### src/rtl/axis_pkg.sv
// Shared AXI-Stream width-conversion helpers: default widths, a clog2 and the
// tkeep-to-final-lane mapping used by the down (and future up) converters.
package axis_pkg;

    localparam int DEFAULT_DATA_WIDTH = 32;
    localparam int DEFAULT_OUT_WIDTH  = 8;
    localparam int MAX_LANES          = 64;

    function automatic int clog2(input int value);
        int result;
        int v;
        result = 0;
        v      = value - 1;
        while (v > 0) begin
            result = result + 1;
            v      = v >> 1;
        end
        return result;
    endfunction

    // tkeep is contiguous from lane 0; an empty mask still yields one lane.
    function automatic int keep_to_last_lane(input logic [MAX_LANES-1:0] keep,
                                             input int                   lanes);
        int count;
        count = 0;
        for (int i = 0; i < MAX_LANES; i++) begin
            if ((i < lanes) && keep[i]) begin
                count = count + 1;
            end
        end
        return (count == 0) ? 0 : count - 1;
    endfunction

endpackage

### src/rtl/axis_width_down.sv
// AXI-Stream downsizer: buffers one DATA_WIDTH word and emits it as OUT_WIDTH
// beats, lane 0 first, with tlast on the final kept lane and zero-bubble reload.
module axis_width_down
    import axis_pkg::*;
#(
    parameter  int DATA_WIDTH = DEFAULT_DATA_WIDTH,
    parameter  int OUT_WIDTH  = DEFAULT_OUT_WIDTH,
    localparam int RATIO      = DATA_WIDTH / OUT_WIDTH,
    localparam int LANE_W     = (clog2(RATIO) < 1) ? 1 : clog2(RATIO)
) (
    input  logic                  clk,
    input  logic                  reset,
    input  logic [DATA_WIDTH-1:0] s_axis_tdata,
    input  logic [RATIO-1:0]      s_axis_tkeep,
    input  logic                  s_axis_tvalid,
    output logic                  s_axis_tready,
    input  logic                  s_axis_tlast,
    output logic [OUT_WIDTH-1:0]  m_axis_tdata,
    output logic                  m_axis_tvalid,
    input  logic                  m_axis_tready,
    output logic                  m_axis_tlast
);

    logic [DATA_WIDTH-1:0] data_q,      data_d;
    logic                  valid_q,     valid_d;
    logic                  last_q,      last_d;
    logic [LANE_W-1:0]     lane_cnt_q,  lane_cnt_d;
    logic [LANE_W-1:0]     last_lane_q, last_lane_d;

    logic                  at_last_lane;
    logic                  out_fire;
    logic                  final_fire;
    logic                  in_fire;
    logic [MAX_LANES-1:0]  keep_ext;

    assign at_last_lane  = (lane_cnt_q == last_lane_q);
    assign out_fire      = valid_q & m_axis_tready;
    assign final_fire    = out_fire & at_last_lane;
    // Ready depends only on held state and m_axis_tready, never on s_axis_tvalid.
    assign s_axis_tready = ~valid_q | final_fire;
    assign in_fire       = s_axis_tvalid & s_axis_tready;

    assign m_axis_tdata  = data_q[lane_cnt_q*OUT_WIDTH +: OUT_WIDTH];
    assign m_axis_tvalid = valid_q;
    assign m_axis_tlast  = valid_q & last_q & at_last_lane;

    always_comb begin
        keep_ext               = '0;
        keep_ext[RATIO-1:0]    = s_axis_tkeep;
    end

    always_comb begin
        data_d      = data_q;
        valid_d     = valid_q;
        last_d      = last_q;
        lane_cnt_d  = lane_cnt_q;
        last_lane_d = last_lane_q;

        if (in_fire) begin
            data_d      = s_axis_tdata;
            valid_d     = 1'b1;
            last_d      = s_axis_tlast;
            lane_cnt_d  = '0;
            // Mid-packet words always carry every lane regardless of tkeep.
            last_lane_d = s_axis_tlast ? LANE_W'(keep_to_last_lane(keep_ext, RATIO))
                                       : LANE_W'(RATIO - 1);
        end else if (out_fire) begin
            if (at_last_lane) begin
                valid_d    = 1'b0;
                lane_cnt_d = '0;
            end else begin
                lane_cnt_d = lane_cnt_q + 1'b1;
            end
        end
    end

    always_ff @(posedge clk) begin
        if (!reset) begin
            data_q      <= '0;
            valid_q     <= 1'b0;
            last_q      <= 1'b0;
            lane_cnt_q  <= '0;
            last_lane_q <= LANE_W'(RATIO - 1);
        end else begin
            data_q      <= data_d;
            valid_q     <= valid_d;
            last_q      <= last_d;
            lane_cnt_q  <= lane_cnt_d;
            last_lane_q <= last_lane_d;
        end
    end

endmodule

### config.mk
export PLATFORM = sky130hd
export DESIGN_NAME = axis_width_down
export DESIGN_NICKNAME = d
export VERILOG_FILES = /design/src/rtl/axis_pkg.sv /design/src/rtl/axis_width_down.sv
export SDC_FILE = /design/constraint.sdc
export NUM_CORES = 1
export LEC_CHECK = 0
export CORE_ASPECT_RATIO = 1.1
export CORE_MARGIN = 4
export CORE_UTILIZATION = 30
export DETAILED_ROUTE_END_ITERATION = 8
export PLACE_DENSITY = 0.63
export SLEW_MARGIN = 20
export SYNTH_ARGS = -nofsm -noshare
export SYNTH_HDL_FRONTEND = slang
export SYNTH_SLANG_ARGS = --single-unit
### constraint.sdc
create_clock -name clk -period 5.05 [get_ports clk]
set_clock_uncertainty 0.05 [all_clocks]
set_input_delay 0.7575 -clock clk [delete_from_list [all_inputs] [get_ports clk]]
set_output_delay 0.7575 -clock clk [all_outputs]
set_load 0.1 [all_outputs]
== After elaboration in Yosys (flattened, before gate mapping) ==
Cells that the tools add are included.
Operators by class
  add/subtract/negate cells: 5
  equal/unequal tests: 1
  shift-type cells: 1
  multiplexer cells: 14
  bitwise gates (word level): 8
  reduce and logical (&&, ||, !) cells: 5
Operators with widths (count)
  2-to-1 mux 32 bit: 7
  adder 32 x 2 -> 32 bit (second input constant): 3
  zero test 32 bit: 1
  variable part select 32 x 6 -> 8 bit: 1
  2-to-1 mux 2 bit: 3
  bitwise AND 1 bit: 5
  2-to-1 mux 1 bit: 4
  nonzero test 2 bit: 2
  adder 2 x 1 -> 2 bit (second input constant): 1
  equality test 2 bit: 1
  NOT 1 bit: 2
  AND reduction 2 bit: 1
  OR reduction 2 bit: 1
  subtractor 2 bit (second input constant): 1
  OR 1 bit: 1
Storage, ports and cells
  register bits: 38
  input port bits: 41
  output and inout bits: 11
  logic and storage cells: 39

== Depth between registers and ports, before layout ==
Gate-level depths: netlist (run 1).
  depth in word-level cells: 17
  depth in mapped cells: 8
  mapped depth without buffers: 8

== Worst setup path before layout (run 1) ==
Ideal clock, no wire load.
  path type: register -> output
  from: register valid_q (netlist: m_axis_tvalid)
  to: output port m_axis_tlast
  data arrival time: 1954 ps
  required time: 4243 ps
  slack: 2288 ps
  stages on the path, launching flop included: 2
  path buffers: 0
  cell sequence: dfxtp_1 > and3_1
On the way
  word-level cells in the longest chain between the ends: 2
Ends and longest elaborated chain
  start: declaration: RTL line axis_width_down.sv:25  | logic valid_q, valid_d;
  start signal: assignment: RTL line axis_width_down.sv:86  | valid_q <= valid_d;
  bitwise AND 1 bit (2 in series): RTL line axis_width_down.sv:45  | assign m_axis_tlast = valid_q & last_q & at_last_lane;
  end: declaration: RTL line axis_width_down.sv:21  | output logic m_axis_tlast
Every way passes these cells.

== Worst setup path after layout (run 1) ==
  from: register lane_cnt_q[1]
  to: output port s_axis_tready
On the way
  word-level cells in the longest chain between the ends: 3
Ends and longest elaborated chain
  start: declaration: RTL line axis_width_down.sv:27  | logic [LANE_W-1:0] lane_cnt_q, lane_cnt_d;
  start signal: assignment: RTL line axis_width_down.sv:88  | lane_cnt_q <= lane_cnt_d;
  equality test 2 bit: RTL line axis_width_down.sv:36  | assign at_last_lane = (lane_cnt_q == last_lane_q);
  bitwise AND 1 bit: RTL line axis_width_down.sv:38  | assign final_fire = out_fire & at_last_lane;
  OR 1 bit: RTL line axis_width_down.sv:40  | assign s_axis_tready = ~valid_q | final_fire;
  end: declaration: RTL line axis_width_down.sv:16  | output logic s_axis_tready,
Every way passes these cells.

==> out/metrics.cfg, run 1 <==
[cts]
ctsRootBufferMaster = clkbuf_8
clock_path_buffers = 2
cts_tree = built
cts_setup_buffers = 0
path_clk_slew_ps = 70
cts_buffers = 5
ctsHoldBuffers = 0
cts_resized = 0
clock-sinks = 38
clkLatencyLatePin_ps = 280
htreeDepth = 2

[die]
die_h_um = 92.0
chipWidth_um = 84.3
row_count = 30
die_area_um2 = 7760
core_area_um2 = 6190
initial_core_util_pct = 31.1
ioPinCount = 52

[placed_design]
place_area_um2 = 2460
io_buffers = 51
place_congestion = 0.827
hpwlAfterDp_mm = 2.88
dp_slack_ps = 1540
dp_cells = 293

[critical_path]
crit_arrival_ps = 2950
crit_fanout = 11
end_kind = output port
cp_slowest_stage_delay_ps = 1120
crit_chain = xor2_1 > nor2_1 > a21boi_0 > inv_1 > clkdlybuf4s50_1
timing.critical_path.from_type = flip-flop
slowest_stage = clkdlybuf4s50_1
crit_required_ps = 4240
path_class = reg2out

[drt]
drtPass1Iterations = 4
vias_per_cell = 4.58
drtAntennaViolNets = 0
drt_wl_total_mm = 3.97
wl_per_cell_um = 13.2
drcViolationCount = 0
num_vias = 1379
drtIter0Drc = 18

[job]
maxCapViolCount = 0

[global_route]
grtUsageMet2_pct = 16.8
first_global_vias = 1420
grt_pass1_wl_mm = 6.53
met1_usage_pct = 12.8
grt_usage_pct = 10.4
grt_use_met3_pct = 3.14
busiest_layer = met2
grt-ovfl-total = 0
grt_max_degree = 41
antenna_found_initial = 0

[sta]
tightest_slew_ps = 1070
rsz0062_at_grt = false
layout_setup_ws_ps = 1300
period_minus_slack_ps = 3750
setup_violations = 0
final-hold-violation-count = 0
slew_headroom_pct = 28.8
slew_violations = 0
tns_ps = 0
fin_crit_sh_pct = 74.4
fmax_mhz = 266
hold_ws_ps = 464

[pwr]
p_leak_nw = 0.950
irDropWorstVdd_mv = 0.164
finalPower_mw = 0.752
powerDensity_nw_per_um2 = 293

[synth]
synth_cell_types = 32
ys_ff_latch = 38
syn_nets = 215
synth.top_cell.area_share_pct = 39.6
synth_common_cells = 38 x dfxtp_1, 34 x nor2b_1, 33 x mux2i_1, 9 x inv_1, 9 x mux4_2
synth_largest_area_cell = dfxtp_1
syn-cell-area_um2 = 1920
synth_edf_count = 0
synth_seq_area_share_pct = 39.6
synth.most_common_cell = dfxtp_1
synthArstFlopShare_pct = 0
ys.flop_type = dfxtp_1
avgSynthCellArea_um2 = 11.2
ys.warnings.count = 0
synthCells = 171
synth_area_leaders = dfxtp_1 40%, mux2i_1 17%, nor2b_1 11%, mux4_2 11%, buf_12 3.1%

[finish]
layout.cells.non_filler = 301
drive_gt1_share_pct = 8.60
regArea_um2 = 761
layout.nets = 264
area_delta_synth_final_pct = 33.6
antennaDiodeCount = 0
nFillCells = 612
multi_input_area_um2 = 1040
postLayoutCellArea_um2 = 2570
fin_util_pct = 41.5

[worst_hold_path]
hp-class = reg2reg

[run_status]
status = complete, no violations

==> final cells by class <==
class                      instances  area share, %
multi-input combinational        114           40.6
sequential                        38           29.6
timing repair buffer              52           20.4
tap                               80           3.89
clock buffer                       7           2.97
inverter                           9           1.31
clock inverter                     1           1.17
==> power breakdown <==
part	leakage (nW)	switching [mW]	internal, mW	total, mW
clock network	0.0524	0.0986	0.148	0.246
logic	0.585	0.0929	0.0821	0.175
registers	0.312	0.0119	0.318	0.330
total	0.950	0.203	0.548	0.752
==> registers in the layout, indices dropped and copies added, names as in the netlist <==
name	cells
last_q	1
lane_cnt_q	2
m_axis_tvalid	1
data_q	32
last_lane_q	2
==> routing by layer <==
| metal | part of all wire [%] | wire length, µm |
|---|---|---|
| met5 | 0 | 0 |
| met4 | 1.6 | 64 |
| met3 | 5.3 | 211 |
| met2 | 45 | 1800 |
| met1 | 48 | 1890 |
==> worst max-delay path, delay by kind of cell (launching register included) <==
kind,cells,cell delay (ps)
compound gates,1,160
xor+xnor,1,270
buf+inv,2,1200
flops,1,800
simple gates,1,230
==> final timing paths <==
path / slack, ps / to / depth (start not counted) / startpoint
worst max-delay path: 1300 / s_axis_tready / 5 / lane_cnt_q[1]
worst min-delay path: 460 / last_q / 2 / last_q
worst max register to register: 2300 / last_q / 5 / lane_cnt_q[1]
worst min register to register: 460 / last_q / 2 / last_q
==> cells by family (layout without fill, tap and decap cells) <==
kind of cell | count (synthesis) | after routing | synth area share, %
flops | 38 | 38 | 39.6
buf+inv | 19 | 69 | 6.77
simple gates | 46 | 46 | 14.7
mux | 42 | 42 | 27.7
fa+ha+maj | 3 | 3 | 1.95
xor+xnor | 3 | 3 | 1.37
compound gates | 20 | 20 | 7.94
==> cell usage in the layout, fill, tap and decap left out, types with 2 or more instances in the layout <==
cell / netlist / final
mux2i_1: 33 / 33
nand2_1: 3 / 3
o21a_1: 2 / 2
inv_1: 9 / 9
clkdlybuf4s50_1: 0 / 50
xor2_1: 3 / 3
clkbuf_8: 0 / 5
dfxtp_1: 38 / 38
a31oi_1: 2 / 2
clkbuf_1: 4 / 2
nor2b_1: 34 / 34
mux4_2: 9 / 9
nor3b_1: 3 / 3
a21boi_0: 2 / 2
ha_1: 3 / 3
o21ai_0: 5 / 5
(Power assumes the default switching activity.)
==> run 2: changes to the inputs <==
==> constraint.sdc (replaced) <==
create_clock -name clk -period 3.56 [get_ports clk]
set_clock_uncertainty 0.05 [all_clocks]
set_input_delay 0.534 -clock clk [delete_from_list [all_inputs] [get_ports clk]]
set_output_delay 0.534 -clock clk [all_outputs]
set_load 0.1 [all_outputs]
==> run 2 against run 1 <==
Compared with the run above: routed wire length is 0.43% lower; final cell count up 1.3%; largest cell class unchanged; design area hardly changed; critical path depth increased by 3; sequential power up 41%; critical endpoint is now last_lane_q[0]; hold slack lost 1.8 ps; die area did not move; non-clock buffer count rose by 4; sequential cell count unchanged; critical path type is now in2reg; clock power rose by 42%.
==> out/metrics.cfg, run 2 (synthesis gave the netlist of run 1 again) <==
[die]
ioPinCount = 52
chipWidth_um = 84.3
row_count = 30
die_area_um2 = 7760
die_h_um = 92.0
initial_core_util_pct = 31.1
core_area_um2 = 6190

[critical_path]
path_class = in2reg
crit_fanout = 6
r2r_slack_ps = 1730
regToRegStartpoint = lane_cnt_q[1]
endpoint = last_lane_q[0]
worst_r2r_endpoint = data_q[15]
cp_slowest_stage_delay_ps = 480
crit_required_ps = 3710
critical_path_buf_inv_count = 2
critPathTopFamily = adder cells
critPathMostFrequentCell = ha_1
critical_path.startpoint = s_axis_tkeep[0]
slowest_stage = clkdlybuf4s50_1
crit_chain = clkdlybuf4s50_1 > inv_1 > ha_1 > xor2_1 > ha_1 > o21ai_0 > mux4_2 > a41oi_1
timing.critical_path.from_type = input pin
reg2regPathDepth = 6
end_kind = flip-flop
crit_cells = 8
crit_arrival_ps = 2800

[cts]
path_clk_slew_ps = 60
htreeDepth = 2
ctsHoldBuffers = 0
ctsRootBufferMaster = clkbuf_8
cts_buffers = 5
cts_tree = built
clock-sinks = 38
clock_path_buffers = 2
cts_setup_buffers = 0
cts_resized = 0
clkLatencyLatePin_ps = 280

[placed_design]
hpwlAfterDp_mm = 2.88
place_congestion = 0.843
io_buffers = 51

[finish]
multi_input_area_um2 = 1040
layout.nets = 268
top_register = data_q
reg_top3 = data_q x32, lane_cnt_q x2, last_lane_q x2
area_delta_synth_final_pct = 33.5
layout_common_cells = 41 x clkdlybuf4s50_1, 38 x dfxtp_1, 34 x nor2b_1
drive_gt1_share_pct = 14.2
largest_reg_flops = 32
final_common_cell = clkdlybuf4s50_1
antennaDiodeCount = 0
regArea_um2 = 761
nFillCells = 637

[sta]
fin_crit_sh_pct = 74.4
slew_violations = 0
rsz0062_at_grt = false
final-hold-violation-count = 0
slew_headroom_pct = 35.4
period_minus_slack_ps = 2650
fmax_mhz = 378
tightest_slew_ps = 966
setup_violations = 0
tns_ps = 0

[run_status]
status = complete, no violations

[pwr]
finalPower_mw = 1.06
power_frac_comb_pct = 23.4
power_frac_seq_pct = 43.8
pwr-share-clk_pct = 32.8
powerDensity_nw_per_um2 = 414
cellInternalPower_mw = 0.776
power_switching_mw = 0.288
p_leak_nw = 0.983
irDropWorstVdd_mv = 0.169
switching_share_pct = 27.1

[global_route]
grt-ovfl-total = 0
grt_max_degree = 24
first_global_vias = 1427
antenna_found_initial = 0
grt_usage_pct = 10.7
grt_pass1_wl_mm = 6.70

[drt]
drcViolationCount = 0
wl_per_cell_um = 13.0
num_vias = 1405
drtIter0Drc = 10
drt_wl_total_mm = 3.95
drtPass1Iterations = 4
vias_per_cell = 4.61
drtAntennaViolNets = 0

[job]
maxCapViolCount = 0

[worst_hold_path]
hp-class = reg2reg

[run 2: cell count changes in the layout (fill, tap and decap cells not counted)]
cell | before | now
buf_12 | 1 | 0
clkdlybuf4s50_1 | 50 | 41
buf_4 | 0 | 15
buf_2 | 1 | 0
[run 2: worst min-delay path by stage]
stage,from,endpoint,slack [ps],cells after the start
floorplan,last_q,last_q,420,2
global placement,data_q[12],data_q[12],440,2
detailed placement,data_q[27],data_q[27],450,2
CTS,data_q[8],data_q[8],470,2
global route,data_q[15],data_q[15],490,2
finish,last_q,last_q,460,2
[run 2: cell type report]
class / instances / area share, %
clock buffers: 7 / 2.97
flip-flops and latches: 38 / 29.6
inverters: 9 / 1.32
repair buffers: 56 / 20.4
multi-input cells: 114 / 40.6
well taps: 80 / 3.90
clock inverters: 1 / 1.17
[run 2: power by group through the flow]
stage	logic, mW	clock network (mW)	registers [mW]
2_1_floorplan	0.174	0	0.477
6_report	0.249	0.349	0.466
5_1_grt	0.267	0.383	0.470
3_3_place_gp	0.248	0	0.475
4_1_cts	0.252	0.365	0.466
3_5_place_dp	0.251	0	0.476
[run 2: metrics by stage]
step           util (%)  hold slack (ps)  cell area (µm²)  cells  worst slack (ps)
6_report           41.5              463             2570    305               913
5_1_grt            41.5              492             2570    305               722
4_1_cts            41.5              471             2570    305               913
3_5_place_dp       39.7              451             2460    297               645
3_3_place_gp       39.7              441             2460    297               717
2_1_floorplan         -              424             1920    171              1020
[run 2: worst register-to-register path: stages, from the launching register on]
cell and delay (ps):
dfxtp_1 310, buf_4 230, xor2_1 190, o32ai_4 290, buf_4 370, mux2i_1 250
nor2b_1 60
[run 2: layer usage]
layer / wire [µm] / up-vias / track usage, %
li1: - / 711 / -
met1: 1740 / 642 / 12.5
met2: 1860 / 46 / 18.0
met3: 281 / 6 / 3.68
met4: 67 / 0 / 4.35
met5: 0 / - / 0
==> run 3: changes to the inputs <==
--- a/config.mk
+++ b/config.mk
@@ -9,7 +9,7 @@
 export CORE_MARGIN = 4
 export CORE_UTILIZATION = 30
 export DETAILED_ROUTE_END_ITERATION = 8
-export PLACE_DENSITY = 0.63
+export PLACE_DENSITY = 0.65
 export SLEW_MARGIN = 20
 export SYNTH_ARGS = -nofsm -noshare
 export SYNTH_HDL_FRONTEND = slang
==> constraint.sdc (replaced) <==
create_clock -name clk -period 2.3 [get_ports clk]
set_clock_uncertainty 0.05 [all_clocks]
set_input_delay 0.345 -clock clk [delete_from_list [all_inputs] [get_ports clk]]
set_output_delay 0.345 -clock clk [all_outputs]
set_load 0.1 [all_outputs]
==> run 3 against run 2 <==
Compared with the run above: first-iteration DRC count rose to 4.3 times the previous value; register-to-register slack worse by 1100 ps; final cell count up 3.0%; hold slack about the same; highest routed layer unchanged; combinational power up 82%; design area up 8.9%; largest cell class unchanged; non-clock buffer count up 11; sequential power up 55%.
==> out/metrics.cfg, run 3 (synthesis gave the netlist of run 1 again) <==
[critical_path]
crit_arrival_ps = 2350
cp_slowest_stage_delay_ps = 470
crit_chain = clkdlybuf4s50_1 > inv_1 > ha_4 > xor2_1 > ha_1 > and3b_1 > a211oi_1 > o311a_1 > a31oi_1
crit_fanout = 5
path_class = in2reg
end_kind = flip-flop
timing.critical_path.from_type = input pin
slowest_stage = clkdlybuf4s50_1
crit_required_ps = 2460
critical_path_buf_inv_count = 2
critPathTopFamily = adder cells

[sta]
tns_ps = 0
period_minus_slack_ps = 2190
setup_violations = 0
fmax_mhz = 456
fin_crit_sh_pct = 95.3
slew_headroom_pct = 58.6
tightest_slew_ps = 619
slew_violations = 0
final-hold-violation-count = 0
rsz0062_at_grt = false

[job]
maxCapViolCount = 0

[die]
row_count = 30
initial_core_util_pct = 31.1
chipWidth_um = 84.3
core_area_um2 = 6190
die_h_um = 92.0
ioPinCount = 52
die_area_um2 = 7760

[finish]
layout_common_cells = 40 x clkdlybuf4s50_1, 38 x dfxtp_1, 34 x nor2b_1
final_common_cell = clkdlybuf4s50_1
top_register = data_q
area_delta_synth_final_pct = 45.3
reg_top3 = data_q x32, lane_cnt_q x2, last_lane_q x2
antennaDiodeCount = 0
largest_reg_flops = 32
layout.nets = 279
postLayoutCellArea_um2 = 2800
fin_util_pct = 45.1
nFillCells = 599
drive_gt1_share_pct = 20.1

[run_status]
status = complete, no violations

[global_route]
grt_max_degree = 22
first_global_vias = 1484
grt_usage_pct = 11.0
grt-ovfl-total = 0
antenna_found_initial = 0
grt_pass1_wl_mm = 6.86

[placed_design]
place_congestion = 0.793
hpwlAfterDp_mm = 3.14
io_buffers = 51
place_area_um2 = 2690

[drt]
drcViolationCount = 0
drt_wl_total_mm = 4.12
drtAntennaViolNets = 0
drtPass1Iterations = 4
num_vias = 1435
wl_per_cell_um = 13.1
drtIter0Drc = 43
vias_per_cell = 4.57

[pwr]
powerDensity_nw_per_um2 = 579
p_leak_nw = 1.07
irDropWorstVdd_mv = 0.256

[cts]
ctsHoldBuffers = 0
clock_path_buffers = 2
cts_buffers = 5
clkLatencyLatePin_ps = 280
cts_tree = built
path_clk_slew_ps = 70
cts_setup_buffers = 0
ctsRootBufferMaster = clkbuf_8
htreeDepth = 2
clock-sinks = 38

[worst_hold_path]
hp-class = reg2reg

-- run 3: cell type report --
cell class / instances / area [µm²] / share of cell area, %
tap: 80 / 100 / 3.58
timing repair buffer: 67 / 753 / 26.9
inverter: 9 / 33.8 / 1.21
sequential: 38 / 761 / 27.2
clock buffer: 6 / 82.6 / 2.95
multi-input combinational: 114 / 1060 / 38.1
-- run 3: worst reg2reg max path, cell delays in order, from the launching register on --
cell and delay (ps):
dfxtp_1 350, xor2_1 160, buf_4 160, o32ai_4 350
buf_12 240, mux2i_1 220, nor2b_1 60
-- run 3: through the flow --
step / instances / setup slack, ps / power (mW) / hold slack [ps]
3_3_place_gp: 308 / -251 / 1.18 / 442
4_1_cts: 314 / 63.7 / 1.64 / 471
2_1_floorplan: 171 / 87.9 / 1.01 / 419
5_1_grt: 314 / 20.0 / 1.69 / 495
6_report: 314 / 109 / 1.62 / 463
3_5_place_dp: 308 / -300 / 1.19 / 453
-- run 3: path summary, 6_finish.rpt --
check / cells after the start / from / slack (ps) / endpoint
worst max register to register: 6 / lane_cnt_q[1] / 610 / data_q[27]
worst max-delay path: 9 / s_axis_tkeep[0] / 110 / last_lane_q[1]
worst min register to register: 2 / data_q[7] / 460 / data_q[7]
worst min-delay path: 2 / data_q[7] / 460 / data_q[7]
-- run 3: per-layer routing --
metal  vias to the layer above  wire length (µm)  part of all wire (%)  track usage [%]
met5                         -                 0                     0                0
met4                         0                53                   1.3             3.96
met3                         4               256                   6.2             3.77
met2                        45              1950                    47             18.4
met1                       651              1850                    45             13.0
li1                        735                 -                     -                -
-- run 3: timing repair --
action                                  4_1_cts  5_1_grt
resized for setup                             1        2
endpoints found under the setup margin        1        3
pin swaps                                     1        3
endpoints found under the hold margin         0        0
cloned                                        0        0
-- run 3: report_power, final --
group	switching (mW)	total, mW	internal, mW
Sequential	0.0228	0.722	0.699
Clock	0.212	0.443	0.231
Combinational	0.222	0.452	0.230
Total	0.457	1.62	1.16
